$ cat src/rtl/data_mem_responder_if.sv
`default_nettype none
// ============================================================================
// Module   : data_mem_responder_if
// Brief    : Core-to-data-memory bus with initiator and responder views.
// Revision : 1.0
// ============================================================================
interface data_mem_responder_if;
    logic        MemWrite;
    logic        MemRead;
    logic [31:0] DataAdr;
    logic [31:0] WriteData;
    logic [31:0] ReadData;
    logic        Ready;
    logic        Err;

    modport master (
        output MemWrite, MemRead, DataAdr, WriteData,
        input  ReadData, Ready, Err
    );

    modport slave (
        input  MemWrite, MemRead, DataAdr, WriteData,
        output ReadData, Ready, Err
    );
endinterface
`default_nettype wire

$ cat src/rtl/data_mem_responder.sv
`default_nettype none
// ============================================================================
// Module   : data_mem_responder
// Brief    : Word-addressed data RAM with wait-state latency, one-cycle Ready
//            pulse and error reporting for misaligned/out-of-range/conflicts.
// Revision : 1.0
// ============================================================================
module data_mem_responder #(
    parameter int          DEPTH   = 64,
    parameter int          LATENCY = 2,
    parameter logic [31:0] BASE    = 32'h0000_0000
) (
    input  wire logic            clk,
    input  wire logic            reset,
    data_mem_responder_if.slave  bus
);

    localparam int         c_AW       = $clog2(DEPTH);
    localparam logic [3:0] c_CNT_INIT = (LATENCY > 1) ? 4'(LATENCY - 2) : 4'd0;

    typedef enum logic [1:0] {
        S_IDLE = 2'd0,
        S_WAIT = 2'd1,
        S_RESP = 2'd2
    } state_t;

    state_t            state_q, state_d;
    logic [3:0]        cnt_q, cnt_d;
    logic [c_AW-1:0]   idx_q;
    logic [31:0]       data_q;
    logic              wr_q;
    logic              rd_q;
    logic              err_q;
    logic [31:0]       rdata_q;
    logic [31:0]       mem_q [DEPTH];

    logic              w_req;
    logic [31:0]       w_off;
    logic              w_err;
    logic [c_AW-1:0]   w_idx;
    logic              w_capture;
    logic              w_commit;
    logic              w_c_wr;
    logic              w_c_rd;
    logic              w_c_err;
    logic [c_AW-1:0]   w_c_idx;
    logic [31:0]       w_c_data;

    // Range check works on the unwrapped 32-bit offset before truncation to an index.
    assign w_req = bus.MemWrite | bus.MemRead;
    assign w_off = bus.DataAdr - BASE;
    assign w_err = (bus.DataAdr[1:0] != 2'b00)
                 | (bus.DataAdr < BASE)
                 | ((w_off >> 2) >= 32'(DEPTH))
                 | (bus.MemWrite & bus.MemRead);
    assign w_idx = w_off[c_AW+1:2];

    // With LATENCY=1 the commit edge is the sample edge, so live fields are used.
    assign w_c_wr   = (state_q == S_IDLE) ? bus.MemWrite  : wr_q;
    assign w_c_rd   = (state_q == S_IDLE) ? bus.MemRead   : rd_q;
    assign w_c_err  = (state_q == S_IDLE) ? w_err         : err_q;
    assign w_c_idx  = (state_q == S_IDLE) ? w_idx         : idx_q;
    assign w_c_data = (state_q == S_IDLE) ? bus.WriteData : data_q;

    always_comb begin
        state_d   = state_q;
        cnt_d     = cnt_q;
        w_capture = 1'b0;
        w_commit  = 1'b0;
        case (state_q)
            S_IDLE: begin
                if (w_req) begin
                    w_capture = 1'b1;
                    if (LATENCY == 1) begin
                        state_d  = S_RESP;
                        w_commit = 1'b1;
                    end else begin
                        cnt_d   = c_CNT_INIT;
                        state_d = S_WAIT;
                    end
                end
            end
            S_WAIT: begin
                if (cnt_q == 4'd0) begin
                    state_d  = S_RESP;
                    w_commit = 1'b1;
                end else begin
                    cnt_d = cnt_q - 4'd1;
                end
            end
            S_RESP:  state_d = S_IDLE;
            default: state_d = S_IDLE;
        endcase
    end

    always_ff @(posedge clk or negedge reset) begin
        if (!reset) begin
            state_q <= S_IDLE;
            cnt_q   <= 4'd0;
            idx_q   <= '0;
            data_q  <= 32'd0;
            wr_q    <= 1'b0;
            rd_q    <= 1'b0;
            err_q   <= 1'b0;
        end else begin
            state_q <= state_d;
            cnt_q   <= cnt_d;
            if (w_capture) begin
                idx_q  <= w_idx;
                data_q <= bus.WriteData;
                wr_q   <= bus.MemWrite;
                rd_q   <= bus.MemRead;
                err_q  <= w_err;
            end
        end
    end

    always_ff @(posedge clk or negedge reset) begin
        if (!reset) begin
            rdata_q <= 32'd0;
            for (int i = 0; i < DEPTH; i++) begin
                mem_q[i] <= 32'd0;
            end
        end else if (w_commit) begin
            if (w_c_err) begin
                if (w_c_rd) begin
                    rdata_q <= 32'd0;
                end
            end else if (w_c_wr) begin
                mem_q[w_c_idx] <= w_c_data;
            end else if (w_c_rd) begin
                rdata_q <= mem_q[w_c_idx];
            end
        end
    end

    assign bus.ReadData = rdata_q;
    assign bus.Ready    = (state_q == S_RESP);
    assign bus.Err      = (state_q == S_RESP) & err_q;

endmodule
`default_nettype wire

$ cat src/flat_wrapper.sv
// flat-port wrapper written by rule: the top's interface ports become plain ports
module data_mem_responder_flat 
#(
    parameter int          DEPTH   = 64,
    parameter int          LATENCY = 2,
    parameter logic [31:0] BASE    = 32'h0000_0000
)
  (clk, reset, bus_MemWrite, bus_MemRead, bus_DataAdr, bus_WriteData, bus_ReadData, bus_Ready, bus_Err);
  data_mem_responder_if bus_i ();
  input  wire logic clk;
  input  wire logic reset;
  input wire logic [$bits(bus_i.MemWrite)-1:0] bus_MemWrite;
  input wire logic [$bits(bus_i.MemRead)-1:0] bus_MemRead;
  input wire logic [$bits(bus_i.DataAdr)-1:0] bus_DataAdr;
  input wire logic [$bits(bus_i.WriteData)-1:0] bus_WriteData;
  output wire logic [$bits(bus_i.ReadData)-1:0] bus_ReadData;
  output wire logic [$bits(bus_i.Ready)-1:0] bus_Ready;
  output wire logic [$bits(bus_i.Err)-1:0] bus_Err;
  assign bus_i.MemWrite = bus_MemWrite;
  assign bus_i.MemRead = bus_MemRead;
  assign bus_i.DataAdr = bus_DataAdr;
  assign bus_i.WriteData = bus_WriteData;
  assign bus_ReadData = bus_i.ReadData;
  assign bus_Ready = bus_i.Ready;
  assign bus_Err = bus_i.Err;
  data_mem_responder #(.DEPTH(DEPTH), .LATENCY(LATENCY), .BASE(BASE)) u_core (.clk(clk), .reset(reset), .bus(bus_i));
endmodule
$ cat config.mk
export PLATFORM = sky130hd
export DESIGN_NAME = data_mem_responder_flat
export DESIGN_NICKNAME = d
export VERILOG_FILES = /design/src/rtl/data_mem_responder_if.sv /design/src/rtl/data_mem_responder.sv /design/src/flat_wrapper.sv
export SDC_FILE = /design/constraint.sdc
export NUM_CORES = 2
export LEC_CHECK = 0
export CORE_AREA = 2 2 392 685
export CTS_BUF_LIST = sky130_fd_sc_hd__clkbuf_4 sky130_fd_sc_hd__clkbuf_8
export DETAILED_ROUTE_END_ITERATION = 7
export DIE_AREA = 0 0 394 687
export GPL_ROUTABILITY_DRIVEN = 0
export PLACE_DENSITY_LB_ADDON = 0.1
export SLEW_MARGIN = 20
export SYNTH_ARGS = -nofsm -noshare
export SYNTH_HDL_FRONTEND = slang
export SYNTH_SLANG_ARGS = --single-unit
$ cat constraint.sdc
create_clock -name clk -period 2.8 [get_ports clk]
set_clock_uncertainty 0.1 [all_clocks]
set_input_delay 0.56 -clock clk [delete_from_list [all_inputs] [get_ports clk]]
set_output_delay 0.56 -clock clk [all_outputs]
set_load 0.03 [all_outputs]
==> summary.txt <==
Status
  – Status: finished with violations
  – Violated checks: setup timing

Synth
  – Most frequently used flop master after synthesis: sky130_fd_sc_hd__dfrtp_1
  – Adder-cell area share of the yosys netlist: less than 1%
  – Synth Area in Compound Gates: a little under a fifth
  – Simple-Gate Fraction of Synth Area: 17.30%
  – FF+latch count, synth: between 2,000 and 2,500
  – Share of async-settable or async-resettable flops after synthesis: 100.0%
  – Syn_area_per_cell: 9.078 um2
  – Proportion of synthesized chip area in sequential cells: 57.57%
  – Number of cells produced by synthesis: 10,185
  – Post-Synth XOR/XNOR Area: less than 1%
  – Number of synthesized flops with an enable pin: 0
  – Combinational family with the most area after synthesis: compound AO/OA/AOI/OAI gates
  – Netlist area before placement: approximately 90,000 um2
  – Total number of yosys warnings: 0
  – Yosys cell types: 71
  – Synthesized netlist net count: around 10,000
  – Post-synthesis mux area share: 2.164%

Die
  – Area of the die: between 200,000 and 300,000 um2
  – Number of ports placed on the die boundary: approximately 100
  – Effective utilization at floorplan: 34.90%
  – Floorplan Core Area: approximately 260,000 um2
  – Horizontal die dimension: ~390 um
  – Die height: 687 um
  – Number of core rows: 250

Worst setup path
  – Crit path kind: flip-flop to flip-flop
  – Most frequent cell on the critical path: sky130_fd_sc_hd__buf_4
  – FF-to-FF End: u_core.bus.ReadData[21]$_DFFE_PN0P_
  – Endpoint class of the critical path: flip-flop
  – FF-to-FF setup slack: -0.42 ns
  – Critical Path Source: u_core.state_q[0]$_DFFE_PN0P_
  – Type of element launching the critical path: flip-flop
  – Crit-path cells: buf_12, or2_4, buf_4, mux2i_4, buf_4, clkbuf_16, a32oi_4, a31oi_4, or4_1, o31ai_1
  – Maximum fanout along the worst path: 11
  – Cell with the largest stage delay on the worst path: sky130_fd_sc_hd__or4_1
  – Worst Reg-to-Reg Cells: 10
  – Critical path arrival: 4.04 ns
  – Worst path max stage delay: roughly 0.57 ns
  – R2R Path Start: u_core.state_q[0]$_DFFE_PN0P_
  – Critical path data required time: approximately 3.6 ns

Layout
  – Most common library cell in the layout ignoring fill and taps: sky130_fd_sc_hd__dfrtp_1
  – Final Net Count: 11,198
  – Growth of design area from synthesis to finish: 33.92%
  – Fill cell instance count of the final layout: 25,164
  – Non-filler cells in the finished layout: 14,900
  – Final core occ: a little under half
  – Sequential cell area: between 50,000 and 60,000 um2
  – Multi-input logic area: between 30,000 and 40,000 um2
  – Ratio of cells with drive above 1 in the final layout: about 23%
  – Commonest cells after routing, fill and taps aside: 2,124 x sky130_fd_sc_hd__dfrtp_1, 1,918 x sky130_fd_sc_hd__a21oi_1, 1,877 x sky130_fd_sc_hd__nor2_1

Timing
  – Post-route minimum period: between 3 and 4 ns
  – Hold WS: about 0.13 ns
  – Number of failing hold endpoints at the final stage: 0
  – Worst max-slew margin expressed relative to the limit: 53.05%
  – Part of the cycle the worst path needs: 114.9%
  – Maximum achievable frequency: just over 300 MHz
  – Worst slew pin tran: 0.7043 ns
  – Number of failing setup endpoints in the final timing report: about 2,100
  – RSZ-0062 raised after global routing: yes
  – Fin Setup TNS: -345.74 ns
  – Worst setup margin: -0.4160 ns
  – Pins over their slew limit: 0

GRT
  – Antenna violations before repair: 15
  – Total track usage: between 30% and 40%
  – Number of global-route vias before repair: about 81,000
  – First-pass GRT wire length: between 600,000 and 700,000 um
  – Global route overflow: 0
  – Largest net degree at the start of global routing: 111

Power
  – Clock share of power: approximately 25%
  – Power Dens Cells: roughly 960 nW/um2
  – Sw Pwr: 49,260 uW
  – Combinational Power Share: between 40% and 50%
  – Internal portion of total power: around 70,000 uW
  – Proportion of power drawn by flip-flops and latches: between 20% and 30%
  – Static leakage: 0.05641 uW
  – Sw frac: around two fifths
  – Maximum vdd ir drop: between 0.0006 and 0.0007 V

Placed design
  – Count of port buffers added during placement: just over 100
  – Number of placed instances, taps included: 13,965
  – Post-detailed-placement half-perimeter wirelength: around 270,000 um

CTS
  – Number of clock sinks: roughly 2,100
  – Number of buffers on the longest clock path: 4
  – H-tree levels: 5
  – Clock tree from TritonCTS: yes
  – Clock-pin transition on the worst setup and hold timing paths: around 0.070 ns
  – Clk_lat worst skew: approximately 1.0 ns
  – Clock tree root buffer cell: sky130_fd_sc_hd__clkbuf_8
  – Number of clock buffers inserted by TritonCTS: 330

Detailed routing
  – Pre-antenna DRT Iters: 8
  – Number of nets with antenna violations after routing: 0
  – WL/cell: 30.24 um
  – Number of DRC violations after detailed-routing iteration 0: 8,100
  – Post-route DRC violation count: 0
  – Via total after detailed routing: 84,360
  – Routed wire length: between 400,000 and 500,000 um
  – Via count normalized by instance count: approximately 5.7

Hold path
  – Min-delay src: bus_WriteData[21]
  – Endpoint of the worst hold-timing path: u_core.data_q[21]$_DFFE_PN0P_
  – Min-Delay Path Depth: 2
  – Type of the tightest min-delay check: input port to flip-flop

Flow run
  – Max Cap Violations: 0
==> layout make-up <==
class	instances	area share (%)
inverters	9	0.02728
well taps	3528	3.565
flip-flops and latches	2127	42.99
multi-input cells	7103	30.93
clock inverters	55	0.5648
clock buffers	508	5.177
diodes	12	0.02425
repair buffers	1558	16.72
==> registers in the layout, indices dropped and copies added, names as in the netlist <==
name,cells
u_core.mem_q,2048
u_core.bus.ReadData,32
u_core.data_q,32
u_core.idx_q,6
u_core.cnt_q,4
u_core.state_q,2
u_core.err_q,1
u_core.rd_q,1
u_core.wr_q,1
==> through the flow <==
step	setup WS, ns	area (um2)	total power [uW]
after floorplan	0.08168	92460	52680
after global placement	-1.713	107800	80260
after detailed placement	-1.708	107800	80190
after CTS	-0.3581	119200	115800
after global routing	-0.4183	123800	122100
final	-0.4160	123800	118800
==> how the worst max path moves through the flow <==
| stage | endpoint | slack, ns | depth (start not counted) |
|---|---|---|---|
| final | u_core.bus.ReadData[21]$_DFFE_PN0P_ | -0.42 | 10 |
| after global routing | u_core.bus.ReadData[21]$_DFFE_PN0P_ | -0.42 | 10 |
| after CTS | u_core.bus.ReadData[12]$_DFFE_PN0P_ | -0.36 | 11 |
| after detailed placement | u_core.bus.ReadData[15]$_DFFE_PN0P_ | -1.71 | 12 |
| after global placement | u_core.bus.ReadData[15]$_DFFE_PN0P_ | -1.71 | 12 |
| after floorplan | u_core.bus.ReadData[5]$_DFFE_PN0P_ | 0.08 | 9 |
==> routing by layer <==
layer	global-route usage, %	routed length, um	up-vias
met4	15.17	30070	8
met5	0	66	-
met3	4.159	29170	1164
met2	52.58	219700	3806
li1	-	-	36892
met1	37.50	171700	42490
==> power by group through the flow <==
| stage | sequential (uW) | combinational [uW] | clock (uW) |
|---|---|---|---|
| 4_1_cts | 31500 | 54400 | 29800 |
| 6_report | 31600 | 58000 | 29300 |
| 3_3_place_gp | 32100 | 48200 | 0 |
| 5_1_grt | 31600 | 59500 | 31100 |
| 2_1_floorplan | 31900 | 20800 | 0 |
| 3_5_place_dp | 32100 | 48100 | 0 |
==> Yosys cell counts (all sizes together), types with 26 or more instances <==
master | n | area (um2)
a32oi | 177 | 1550
nor3 | 89 | 953.4
a31oi | 174 | 1089
mux2 | 44 | 495.5
nor4 | 47 | 309.0
dfrtp | 2127 | 53230
nand2 | 1376 | 5181
mux2i | 150 | 1505
a21oi | 2028 | 10150
buf | 479 | 2467
o22ai | 233 | 1458
o21ai | 244 | 1225
nor2 | 1975 | 7423
clkbuf | 469 | 1760
a211oi | 41 | 307.8
a32o | 26 | 260.3
and3 | 36 | 225.2
nand3 | 298 | 1491
==> kinds of logic (layout without fill, tap and decap cells) <==
group / after synthesis / after routing
other cells: 0 / 12
fa+ha+maj: 1 / 1
compound gates: 3023 / 3023
flops: 2127 / 2127
mux: 194 / 194
simple gates: 3882 / 3884
buf+inv: 957 / 2130
xor+xnor: 1 / 1
==> worst max-delay path: cells and delay by family, from the launching register on <==
kind	cells	cell delay (ns)
buffers and inverters	4	0.73
AO/OA/AOI/OAI	3	0.69
AND/OR/NAND/NOR	2	0.87
flip-flops	1	0.42
multiplexers	1	0.26
==> timing repair <==
item                       in CTS  in global routing
gates resized for setup       445                446
hold endpoints to repair     1325                  0
setup endpoints to repair    2110               2103
cloned                         36                 75
hold buffers                    2                  0
setup buffers                 146                113
pin swaps                     120                 94
(Power assumes the default switching activity.)
